### src/rtl/ring_pkg.sv
// Shared ring definitions: PCC codes, header-flag position and FSM state encoding.
package ring_pkg;

  // Packet control code, carried in the top two bits of a local data word.
  localparam logic [1:0] PccSop    = 2'b00;
  localparam logic [1:0] PccData   = 2'b01;
  localparam logic [1:0] PccEop    = 2'b10;
  localparam logic [1:0] PccBadeop = 2'b11;

  // One-hot state bit positions.
  localparam int unsigned IdxIdle  = 0;
  localparam int unsigned IdxTdata = 1;
  localparam int unsigned IdxTdrop = 2;
  localparam int unsigned IdxRfwd  = 3;
  localparam int unsigned IdxRcopy = 4;
  localparam int unsigned IdxRsink = 5;

  typedef enum logic [5:0] {
    StIdle  = 6'(1 << IdxIdle),
    StTdata = 6'(1 << IdxTdata),
    StTdrop = 6'(1 << IdxTdrop),
    StRfwd  = 6'(1 << IdxRfwd),
    StRcopy = 6'(1 << IdxRcopy),
    StRsink = 6'(1 << IdxRsink)
  } state_e;

  // The header flag is the MSB of a ring word.
  function automatic int unsigned hdr_bit(input int unsigned rdp_sz);
    return rdp_sz - 1;
  endfunction

  function automatic logic is_eop(input logic [1:0] pcc);
    return (pcc == PccEop) || (pcc == PccBadeop);
  endfunction

endpackage

### src/rtl/sat_counter.sv
// Saturating up-counter with synchronous clear.
//   clk, reset : clock, asynchronous active-high reset
//   clr        : clear to zero (wins over inc)
//   inc        : increment by one, holding at MAX
//   count      : current value
module sat_counter #(
  parameter int unsigned WIDTH = 16,
  parameter int unsigned MAX   = 16'hFFFF
) (
  input  logic             clk,
  input  logic             reset,
  input  logic             clr,
  input  logic             inc,
  output logic [WIDTH-1:0] count
);

  logic [WIDTH-1:0] count_q, count_d;

  always_comb begin
    count_d = count_q;
    if (clr) begin
      count_d = '0;
    end else if (inc && (count_q != WIDTH'(MAX))) begin
      count_d = count_q + 1'b1;
    end
  end

  always_ff @(posedge clk or posedge reset) begin
    if (reset) begin
      count_q <= '0;
    end else begin
      count_q <= count_d;
    end
  end

  assign count = count_q;

endmodule

### src/rtl/port_ring_tap_mc.sv
// Multicast ring tap: injects local packets onto the ring with a port-vector
// header, and forwards, copies or sinks ring packets addressed to this port.
//   lfli_*   : lookup result (destination vector), popped at packet start
//   lprx_*   : local receive stream (packets to inject)
//   lptx_*   : local transmit stream (ring packets for this port)
//   lri_*    : ring input;  lro_* : ring output
//   rarb_*   : ring arbiter request/grant for local injection
//   drop_cnt : saturating count of local packets dropped for a zero vector
module port_ring_tap_mc
  import ring_pkg::*;
#(
  parameter int unsigned NUM_PORTS  = 4,
  parameter int unsigned PDP_SZ     = 64,
  parameter int unsigned RDP_SZ     = 65,
  parameter int unsigned PORTNUM    = 0,
  parameter int unsigned STARVE_LIM = 8
) (
  input  logic                 clk,
  input  logic                 reset,
  input  logic                 lfli_srdy,
  output logic                 lfli_drdy,
  input  logic [NUM_PORTS-1:0] lfli_data,
  input  logic                 lprx_srdy,
  output logic                 lprx_drdy,
  input  logic [PDP_SZ-1:0]    lprx_data,
  output logic                 lptx_srdy,
  input  logic                 lptx_drdy,
  output logic [PDP_SZ-1:0]    lptx_data,
  input  logic                 lri_srdy,
  output logic                 lri_drdy,
  input  logic [RDP_SZ-1:0]    lri_data,
  output logic                 lro_srdy,
  input  logic                 lro_drdy,
  output logic [RDP_SZ-1:0]    lro_data,
  output logic                 rarb_req,
  input  logic                 rarb_ack,
  output logic [15:0]          drop_cnt
);

  localparam int unsigned HdrBit  = hdr_bit(RDP_SZ);
  localparam int unsigned StarveW = $clog2(STARVE_LIM + 1);

  state_e state_q, state_d;

  logic [StarveW-1:0]   starve_cnt;
  logic                 ring_pri;
  logic                 local_start;
  logic                 hdr_accept;
  logic                 drop_inc;
  logic                 own_bit;
  logic [NUM_PORTS-1:0] rest_vec;
  logic [RDP_SZ-1:0]    local_hdr;
  logic [RDP_SZ-1:0]    copy_hdr;
  logic                 lprx_eop;
  logic                 lri_eop;

  assign ring_pri    = lri_srdy && (starve_cnt == StarveW'(STARVE_LIM));
  assign local_start = lfli_srdy && lprx_srdy && rarb_ack && !ring_pri;
  assign rarb_req    = !reset && ((lfli_srdy && lprx_srdy && !ring_pri) || (state_q == StTdata));

  assign own_bit   = lri_data[PORTNUM];
  assign rest_vec  = lri_data[NUM_PORTS-1:0] & ~(NUM_PORTS'(1) << PORTNUM);
  assign local_hdr = {1'b1, {(RDP_SZ - 1 - NUM_PORTS){1'b0}}, lfli_data};
  assign lprx_eop  = is_eop(lprx_data[PDP_SZ-1 -: 2]);
  assign lri_eop   = is_eop(lri_data[PDP_SZ-1 -: 2]);

  always_comb begin
    copy_hdr          = lri_data;
    copy_hdr[PORTNUM] = 1'b0;
  end

  always_comb begin
    state_d    = state_q;
    lfli_drdy  = 1'b0;
    lprx_drdy  = 1'b0;
    lptx_srdy  = 1'b0;
    lri_drdy   = 1'b0;
    lro_srdy   = 1'b0;
    lro_data   = lri_data;
    lptx_data  = lri_data[PDP_SZ-1:0];
    drop_inc   = 1'b0;
    hdr_accept = 1'b0;

    case (state_q)
      StIdle: begin
        if (local_start) begin
          if (|lfli_data) begin
            lro_srdy = 1'b1;
            lro_data = local_hdr;
            if (lro_drdy) begin
              lfli_drdy = 1'b1;
              state_d   = StTdata;
            end
          end else begin
            lfli_drdy = 1'b1;
            drop_inc  = 1'b1;
            state_d   = StTdrop;
          end
        end else if (lri_srdy) begin
          if (!lri_data[HdrBit]) begin
            // Stray data word with no header in front: discard it.
            lri_drdy = 1'b1;
          end else if (!own_bit) begin
            lro_srdy = 1'b1;
            if (lro_drdy) begin
              lri_drdy   = 1'b1;
              hdr_accept = 1'b1;
              state_d    = StRfwd;
            end
          end else if (|rest_vec) begin
            lro_srdy = 1'b1;
            lro_data = copy_hdr;
            if (lro_drdy) begin
              lri_drdy   = 1'b1;
              hdr_accept = 1'b1;
              state_d    = StRcopy;
            end
          end else begin
            lri_drdy   = 1'b1;
            hdr_accept = 1'b1;
            state_d    = StRsink;
          end
        end
      end
      StTdata: begin
        lro_srdy  = lprx_srdy;
        lro_data  = {1'b0, lprx_data};
        lprx_drdy = lro_drdy;
        if (lprx_srdy && lro_drdy && lprx_eop) state_d = StIdle;
      end
      StTdrop: begin
        lprx_drdy = 1'b1;
        if (lprx_srdy && lprx_eop) state_d = StIdle;
      end
      StRfwd: begin
        lro_srdy = lri_srdy;
        lri_drdy = lro_drdy;
        if (lri_srdy && lro_drdy && lri_eop) state_d = StIdle;
      end
      StRcopy: begin
        // Both sinks must be ready so the word is delivered to both at once.
        lro_srdy  = lri_srdy && lptx_drdy;
        lptx_srdy = lri_srdy && lro_drdy;
        lri_drdy  = lro_drdy && lptx_drdy;
        if (lri_srdy && lro_drdy && lptx_drdy && lri_eop) state_d = StIdle;
      end
      StRsink: begin
        lptx_srdy = lri_srdy;
        lri_drdy  = lptx_drdy;
        if (lri_srdy && lptx_drdy && lri_eop) state_d = StIdle;
      end
      default: state_d = StIdle;
    endcase

    // Handshakes are held low for as long as reset is asserted.
    if (reset) begin
      lfli_drdy = 1'b0;
      lprx_drdy = 1'b0;
      lptx_srdy = 1'b0;
      lri_drdy  = 1'b0;
      lro_srdy  = 1'b0;
    end
  end

  always_ff @(posedge clk or posedge reset) begin
    if (reset) begin
      state_q <= StIdle;
    end else begin
      state_q <= state_d;
    end
  end

  sat_counter #(
    .WIDTH (StarveW),
    .MAX   (STARVE_LIM)
  ) u_starve_cnt (
    .clk   (clk),
    .reset (reset),
    .clr   (hdr_accept || !lri_srdy),
    .inc   ((state_q == StIdle) && lri_srdy && !hdr_accept),
    .count (starve_cnt)
  );

  sat_counter #(
    .WIDTH (16),
    .MAX   (16'hFFFF)
  ) u_drop_cnt (
    .clk   (clk),
    .reset (reset),
    .clr   (1'b0),
    .inc   (drop_inc),
    .count (drop_cnt)
  );

endmodule

### config.mk
export PLATFORM = sky130hd
export DESIGN_NAME = port_ring_tap_mc
export DESIGN_NICKNAME = d
export VERILOG_FILES = /design/src/rtl/ring_pkg.sv /design/src/rtl/sat_counter.sv /design/src/rtl/port_ring_tap_mc.sv
export SDC_FILE = /design/constraint.sdc
export NUM_CORES = 1
export LEC_CHECK = 0
export CAP_MARGIN = 20
export CORE_AREA = 2 2 113 115
export DETAILED_ROUTE_END_ITERATION = 10
export DIE_AREA = 0 0 115 117
export PLACE_DENSITY = 0.74
export SLEW_MARGIN = 15
export SYNTH_ARGS = -nofsm -noshare
export SYNTH_HDL_FRONTEND = slang
export SYNTH_SLANG_ARGS = --single-unit
### constraint.sdc
create_clock -name clk -period 2.4 [get_ports clk]
set_clock_uncertainty 0.2 [all_clocks]
set_input_delay 0.36 -clock clk [delete_from_list [all_inputs] [get_ports clk]]
set_output_delay 0.36 -clock clk [all_outputs]
set_load 0.03 [all_outputs]
==> results.yml, run 1 <==
clock_network:
  cts_buffers: 3
  htreeDepth: 1
  cts_hold_buf: 0
  clk_pin_slew_ns: 0.07
  cts_root_buffer: "clkbuf_16"
  clock-sinks: 26
  clk_latency_ns: 0.27
  cts_tree: "yes"
  cts_buffer_depth: 2
sta:
  finalHoldViolations: 0
  rsz0062_at_grt: "yes"
  setup_viol: 75
  worstMarginPinSlew_ns: 0.608
  maxSlewViolCount: 0
  tns_ns: -37.18
  final.min_clock_period_ns: 2.98
  fmax_mhz: 336
  fin_ws_ns: -0.577
  relSlewSlack_pct: 59.0
  timing.final.crit_share_pct: 124
  whs_ns: 0.309
placed_design:
  portBuffers: 291
  hpwl_um: 14100
  place_congestion: 0.962
detailed_routing:
  drc: 0
  dr.pass1.iters: 6
  dr.first_iter.drc_count: 298
  ant_nets: 0
  wl_um: 18900
  wl_per_cell_um: 19.7
  vias_per_cell: 4.93
  dr_total_vias: 4738
synth:
  avgSynthCellArea_sq_um: 6.77
  async_flop_share_pct: 100
  synth_warnings: 0
  synth-seq-cells: 26
  synth_flop_cell: "dfrtp_1"
  synth_edf_count: 0
  synth_fp_nets: 626
  syn-instance-count: 482
  synth_top_area_cell: "dfrtp_1"
  synth.area.top_cells: "dfrtp_1 19%, nand2_1 16%, buf_4 15%, o21ai_0 10%, xor2_1 3.5%"
  seq_area_frac_synth_pct: 20.0
  ys_types: 60
  synth_top_area_share_pct: 19.2
  synth_area_sq_um: 3260
run:
  drv_cap: 0
layout:
  area_growth_syn_to_layout_pct: 144
  fin_nets: 956
  final_layout_size_suffix_gt1_share_pct: 42.9
worst_hold_path:
  hp-class: "reg2reg"
  min_from: "u_drop_cnt.count[15]$_DFFE_PP0P_"
  holdPathStages: 1
  whs_endpoint: "u_drop_cnt.count[15]$_DFFE_PP0P_"
floorplanning:
  die_width_um: 115
  die_h_um: 117
  core_area_sq_um: 12300
  initial_utilization_pct: 26.5
  dieArea_sq_um: 13500
  std_cell_rows: 41
  pin_count: 292
setup_path:
  r2r-end: "state_q[0]$_DFFE_PP1P_"
  critPathLaunchType: "flip-flop"
  crit_fanout: 5
  cp.required_ns: 1.84
  r2r-start: "state_q[4]$_DFFE_PP0P_"
  worstSetupPathType: "reg2out"
  end_kind: "output pin"
  r2r_slack_ns: -0.29
  worst_r2r_path_depth: 11
  arrival_ns: 2.42
outcome:
  violations: "setup timing"
  status: "finished, violations left"
pwr:
  leakagePower_nw: 3.58
  powerDensity_nw_per_um2: 540
  irDropWorstVdd_mv: 0.330
global_routing:
  grt_pass1_vias: 4605
  antenna_found_initial: 1
  grt_max_degree: 20
  grt-ovfl-total: 0
  grt_pass1_wl_um: 25600
  grt_usage_pct: 24.7
[registers in the layout, summed over array words and instances (netlist names)]
register / flops
state_q: 6
u_drop_cnt.count: 16
u_starve_cnt.count: 4
[cell families (layout without fill, tap and decap cells)]
kind of cell,count (synthesis),count (layout),synth area share (%)
adder cells (fa/ha/maj),3,3,1.15
buffers and inverters,104,433,20.2
multiplexers,4,4,1.34
XOR/XNOR,21,21,5.63
AND/OR/NAND/NOR,217,217,31.5
flip-flops,26,26,20.0
AO/OA/AOI/OAI,107,107,20.2
other,0,1,0
[timing repair]
action                                  CTS  global route
pin swaps                                11            28
buffers inserted                         43             8
endpoints found under the setup margin   77            86
cloned                                    6             1
gates resized for setup                 338            81
[layer usage]
metal / vias to the layer above / GRT usage (%) / wire, um
li1: 2237 / - / -
met1: 2256 / 28.3 / 7070
met2: 211 / 44.1 / 9590
met3: 34 / 8.39 / 1800
met4: 0 / 6.59 / 469
met5: - / 0 / 0
[worst max-delay path: stages, from the launching register on]
cell and delay, ns:
dfrtp_1 0.38, or4_4 0.57, buf_6 0.15, nor3b_4 0.25
buf_6 0.14, buf_8 0.11, buf_6 0.12, clkbuf_16 0.15
nand2_2 0.07, o21ai_4 0.06, buf_6 0.15
[power by group]
| group | total (mW) | internal, mW | switching [mW] |
|---|---|---|---|
| Combinational | 3.37 | 1.63 | 1.74 |
| Sequential | 0.510 | 0.481 | 0.0286 |
| Clock | 0.424 | 0.256 | 0.168 |
| Total | 4.31 | 2.37 | 1.94 |
[stage by stage]
stage               instance area [sq um]  instances  setup slack, ns  util, %  power (mW)
finish                               7970        962           -0.577     64.8        4.31
global route                         7970        962           -0.664     64.8        4.49
CTS                                  7660        957           -0.617     62.2        4.18
detailed placement                   6610        905           -0.643     53.7        3.22
global placement                     6610        905           -0.627     53.7        3.19
floorplan                            3590        482           -0.133        -        2.04
[placed cells by master (no fill, tap or decap), drive strengths merged, types with 2 or more instances in the layout]
cell / Yosys / routed
nand3b: 2 / 2
xnor2: 8 / 8
clkdlybuf4s50: 0 / 216
nor2: 19 / 19
nor3b: 2 / 2
and3: 3 / 3
buf: 71 / 195
clkbuf: 21 / 5
nor3: 16 / 16
nand2: 142 / 142
nand2b: 4 / 4
or4: 4 / 4
or2: 2 / 2
a21oi: 7 / 7
ha: 3 / 3
mux2: 3 / 3
nor4: 3 / 3
a211oi: 4 / 4
xor2: 13 / 13
o21ai: 74 / 74
dfrtp: 25 / 25
and4: 2 / 2
inv: 12 / 12
dlymetal6s2s: 0 / 4
o211ai: 2 / 2
o22ai: 3 / 3
nand4: 4 / 4
nand3: 8 / 8
a221o: 4 / 4
a31oi: 2 / 2
[cell usage after synthesis (6+ instances only)]
cell type and number:
a21oi_1 7, buf_4 64, clkbuf_1 15, clkbuf_2 6, dfrtp_1 25, inv_1 12
nand2_1 142, nand3_1 7, nor2_1 18, nor3_1 12, o21ai_0 68, o21ai_1 6
xnor2_1 8, xor2_1 13
[area by class of cell]
cell class              instances  area [sq um]
fillers                       959          4340
multi-input cells             352          2650
flip-flops and latches         26           652
diodes                          1          2.50
well taps                     150           188
clock buffers                   4          88.8
repair buffers                417          4350
inverters                      12          45.0
[how the worst max path moves through the flow]
stage                      startpoint           end  slack (ns)  depth (start not counted)
2_1_floorplan  state_q[5]$_DFFE_PP0P_      lro_srdy       -0.13                          5
3_3_place_gp                 lri_srdy  lro_data[50]       -0.63                          8
3_5_place_dp   state_q[5]$_DFFE_PP0P_  lro_data[52]       -0.64                          7
4_1_cts        state_q[3]$_DFFE_PP0P_   lro_data[1]       -0.62                          8
5_1_grt        state_q[4]$_DFFE_PP0P_   lro_data[8]       -0.66                         10
6_report       state_q[4]$_DFFE_PP0P_  lro_data[13]       -0.58                         10
Note: power is estimated with default switching activity, not from simulation.
==> inputs of run 2 (changes only) <==
--- a/config.mk
+++ b/config.mk
@@ -6,11 +6,12 @@
 export NUM_CORES = 1
 export LEC_CHECK = 0
 export CAP_MARGIN = 20
-export CORE_AREA = 2 2 113 115
+export CORE_AREA = 2 2 114 116
 export DETAILED_ROUTE_END_ITERATION = 10
-export DIE_AREA = 0 0 115 117
-export PLACE_DENSITY = 0.74
+export DIE_AREA = 0 0 116 118
+export PLACE_DENSITY = 0.7
 export SLEW_MARGIN = 15
 export SYNTH_ARGS = -nofsm -noshare
 export SYNTH_HDL_FRONTEND = slang
+export SYNTH_HIERARCHICAL = 1
 export SYNTH_SLANG_ARGS = --single-unit
==> run 2 against run 1 <==
  * The flow still finishes with violations (setup timing)
  * Maximum frequency is 1.1% higher
  * Sequential share of layout area is 0.082 points higher
  * Global-route usage is 3.6 points higher
  * Utilization is 1.0 points lower
  * Clock power is 2% lower
  * Critical path type unchanged
  * Non-clock buffer count is 38 lower
  * Sequential power is 4.1% lower
  * Area after synthesis is 7.1% lower
  * Largest cell class unchanged
  * Total power is 31% higher
  * Via count is 7.8% lower
  * Register-to-register slack worse by 0.11 ns
  * First-iteration DRC count is 16% lower
==> results.yml, run 2 <==
outcome:
  status: "finished, violations left"
  violations: "setup timing"
global_routing:
  grt-ovfl-total: 0
  grt_pass1_vias: 4437
  grt_usage_pct: 28.3
  grt_max_degree: 30
  grt_pass1_wl_um: 28500
  antenna_found_initial: 1
floorplanning:
  die_h_um: 118
  std_cell_rows: 41
  initial_utilization_pct: 24.4
  dieArea_sq_um: 13700
  core_area_sq_um: 12400
  pin_count: 292
  die_width_um: 116
detailed_routing:
  drc: 0
  wl_um: 21100
  dr.pass1.iters: 5
  ant_nets: 0
  dr_total_vias: 4367
  dr.first_iter.drc_count: 249
  vias_per_cell: 5.16
  wl_per_cell_um: 24.9
synth:
  synth_top_area_cell: "dfrtp_1"
  syn-instance-count: 377
  async_flop_share_pct: 100
  netlist_top_cells_count: "66 x buf_4, 60 x a22o_1, 27 x nand2_1"
  seq_area_frac_synth_pct: 21.5
  synth_top_area_share_pct: 20.6
  synth.area.top_cells: "dfrtp_1 21%, a22o_1 17%, buf_4 16%, a21oi_1 3.6%, nand2_1 3.3%"
  synth_flop_cell: "dfrtp_1"
  synth_warnings: 6
  synth_area_sq_um: 3030
  ys_types: 57
  synth-seq-cells: 26
  avgSynthCellArea_sq_um: 8.05
  synth_edf_count: 0
  yosysMostFrequentCell: "buf_4"
  synth_fp_nets: 521
layout:
  final_layout_size_suffix_gt1_share_pct: 42.6
  area_growth_syn_to_layout_pct: 161
  final_common_cell: "clkdlybuf4s50_1"
  fin_nets: 819
  fin_area_sq_um: 7910
  stdcell_count: 847
  largest_reg_flops: 16
  fin_util_pct: 63.7
  final_cell_mix: "214 x clkdlybuf4s50_1, 60 x buf_4, 56 x a22o_4, 54 x buf_12, 38 x buf_6"
clock_network:
  clk_latency_ns: 0.26
  cts_hold_buf: 0
  htreeDepth: 1
  cts_root_buffer: "clkbuf_16"
  clk_pin_slew_ns: 0.07
  cts_buffer_depth: 2
  clock-sinks: 26
  cts_tree: "yes"
  cts_buffers: 3
setup_path:
  path_buf_inv: 4
  cp.required_ns: 1.84
  critPathMaxStageDelay_ns: 0.55
  cp_slowest_cell: "or4_4"
  crit_top_cell: "buf_12"
  worstSetupPathType: "reg2out"
  arrival_ns: 2.39
  critPathTopFamily: "simple AND/OR/NAND/NOR gates"
  crit_fanout: 6
  critPathLaunchType: "flip-flop"
  end_kind: "output pin"
  worstPathCellList: "or4_4 > nor3b_4 > buf_6 > a21oi_4 > buf_12 > clkbuf_16 > a22o_4 > buf_12"
sta:
  final.min_clock_period_ns: 2.95
  rsz0062_at_grt: "yes"
  fmax_mhz: 340
  worstMarginPinSlew_ns: 0.630
  maxSlewViolCount: 0
  finalHoldViolations: 0
  whs_ns: 0.389
  setup_viol: 82
  tns_ns: -34.91
  fin_ws_ns: -0.545
  relSlewSlack_pct: 57.9
  timing.final.crit_share_pct: 123
pwr:
  irDropWorstVdd_mv: 0.510
  powerDensity_nw_per_um2: 711
  p_total_mw: 5.63
  leakagePower_nw: 3.34
placed_design:
  post-place-ws_ns: -0.687
  postPlaceCellArea_sq_um: 6680
  hpwl_um: 16600
  place_congestion: 0.947
  placed_cells: 819
  portBuffers: 291
run:
  drv_cap: 0
worst_hold_path:
  hp-class: "in2async"
run 2: cell count changes after synthesis, sizes merged, moves of 7 or more:
| cell | delta |
|---|---|
| nor2 | -7 |
| xnor2 | -8 |
| nand2 | -115 |
| nor3 | -9 |
| clkbuf | -11 |
| a22o | +60 |
| nand3 | +10 |
| xor2 | -11 |
| o21ai | -60 |
| a21oi | +16 |
run 2: worst register-to-register path: cells and delay by family (launching register included):
family / cells / cell delay [ns]
AO/OA/AOI/OAI: 1 / 0.12
buffers and inverters: 2 / 0.27
flip-flops: 1 / 0.43
AND/OR/NAND/NOR: 6 / 1.70
run 2: cells by family after synthesis:
| logic type | after synthesis | share of synthesized area [%] |
|---|---|---|
| other cells | 1 | 0.124 |
| buf+inv | 95 | 20.3 |
| simple gates | 117 | 22.5 |
| flops | 26 | 21.5 |
| compound gates | 128 | 31.8 |
| mux | 5 | 1.90 |
| xor+xnor | 2 | 0.577 |
| fa+ha+maj | 3 | 1.24 |
run 2: final timing paths:
path,start,endpoint,slack [ns],cells past startpoint
max,state_q[0]$_DFFE_PP1P_,lro_data[26],-0.55,8
min,reset,u_starve_cnt/count[0]$_DFFE_PP0P_,0.39,2
max reg2reg,state_q[4]$_DFFE_PP0P_,u_drop_cnt/count[13]$_DFFE_PP0P_,-0.40,9
min reg2reg,u_drop_cnt/count[14]$_DFFE_PP0P_,u_drop_cnt/count[14]$_DFFE_PP0P_,0.39,2
max in group asynchronous,reset,u_drop_cnt/count[1]$_DFFE_PP0P_,0.84,3
min in group clk,u_drop_cnt/count[14]$_DFFE_PP0P_,u_drop_cnt/count[14]$_DFFE_PP0P_,0.39,2
run 2: metal layers:
metal	vias up	global-route usage, %	wire, um
met1	2117	34.0	8030
met3	19	20.4	3640
li1	1982	-	-
met4	0	2.75	226
met5	-	0	0
met2	249	42.6	9160
run 2: layout make-up:
class,instances,area (sq um)
multi-input combinational,256,2570
fill,994,4510
antenna,1,2.50
inverter,9,33.8
sequential,26,653
tap,172,215
clock buffer,4,88.8
timing repair buffer,379,4340
run 2: power by group:
part	internal, mW	switching, mW
Sequential	0.470	0.0195
Combinational	2.44	2.28
Clock	0.255	0.159
run 2: what timing repair did:
action / 4_1_cts / 5_1_grt
resized for setup: 109 / 63
setup buffers: 13 / 9
endpoints found under the setup margin: 86 / 87
pin swaps: 19 / 18
gates cloned: 4 / 5
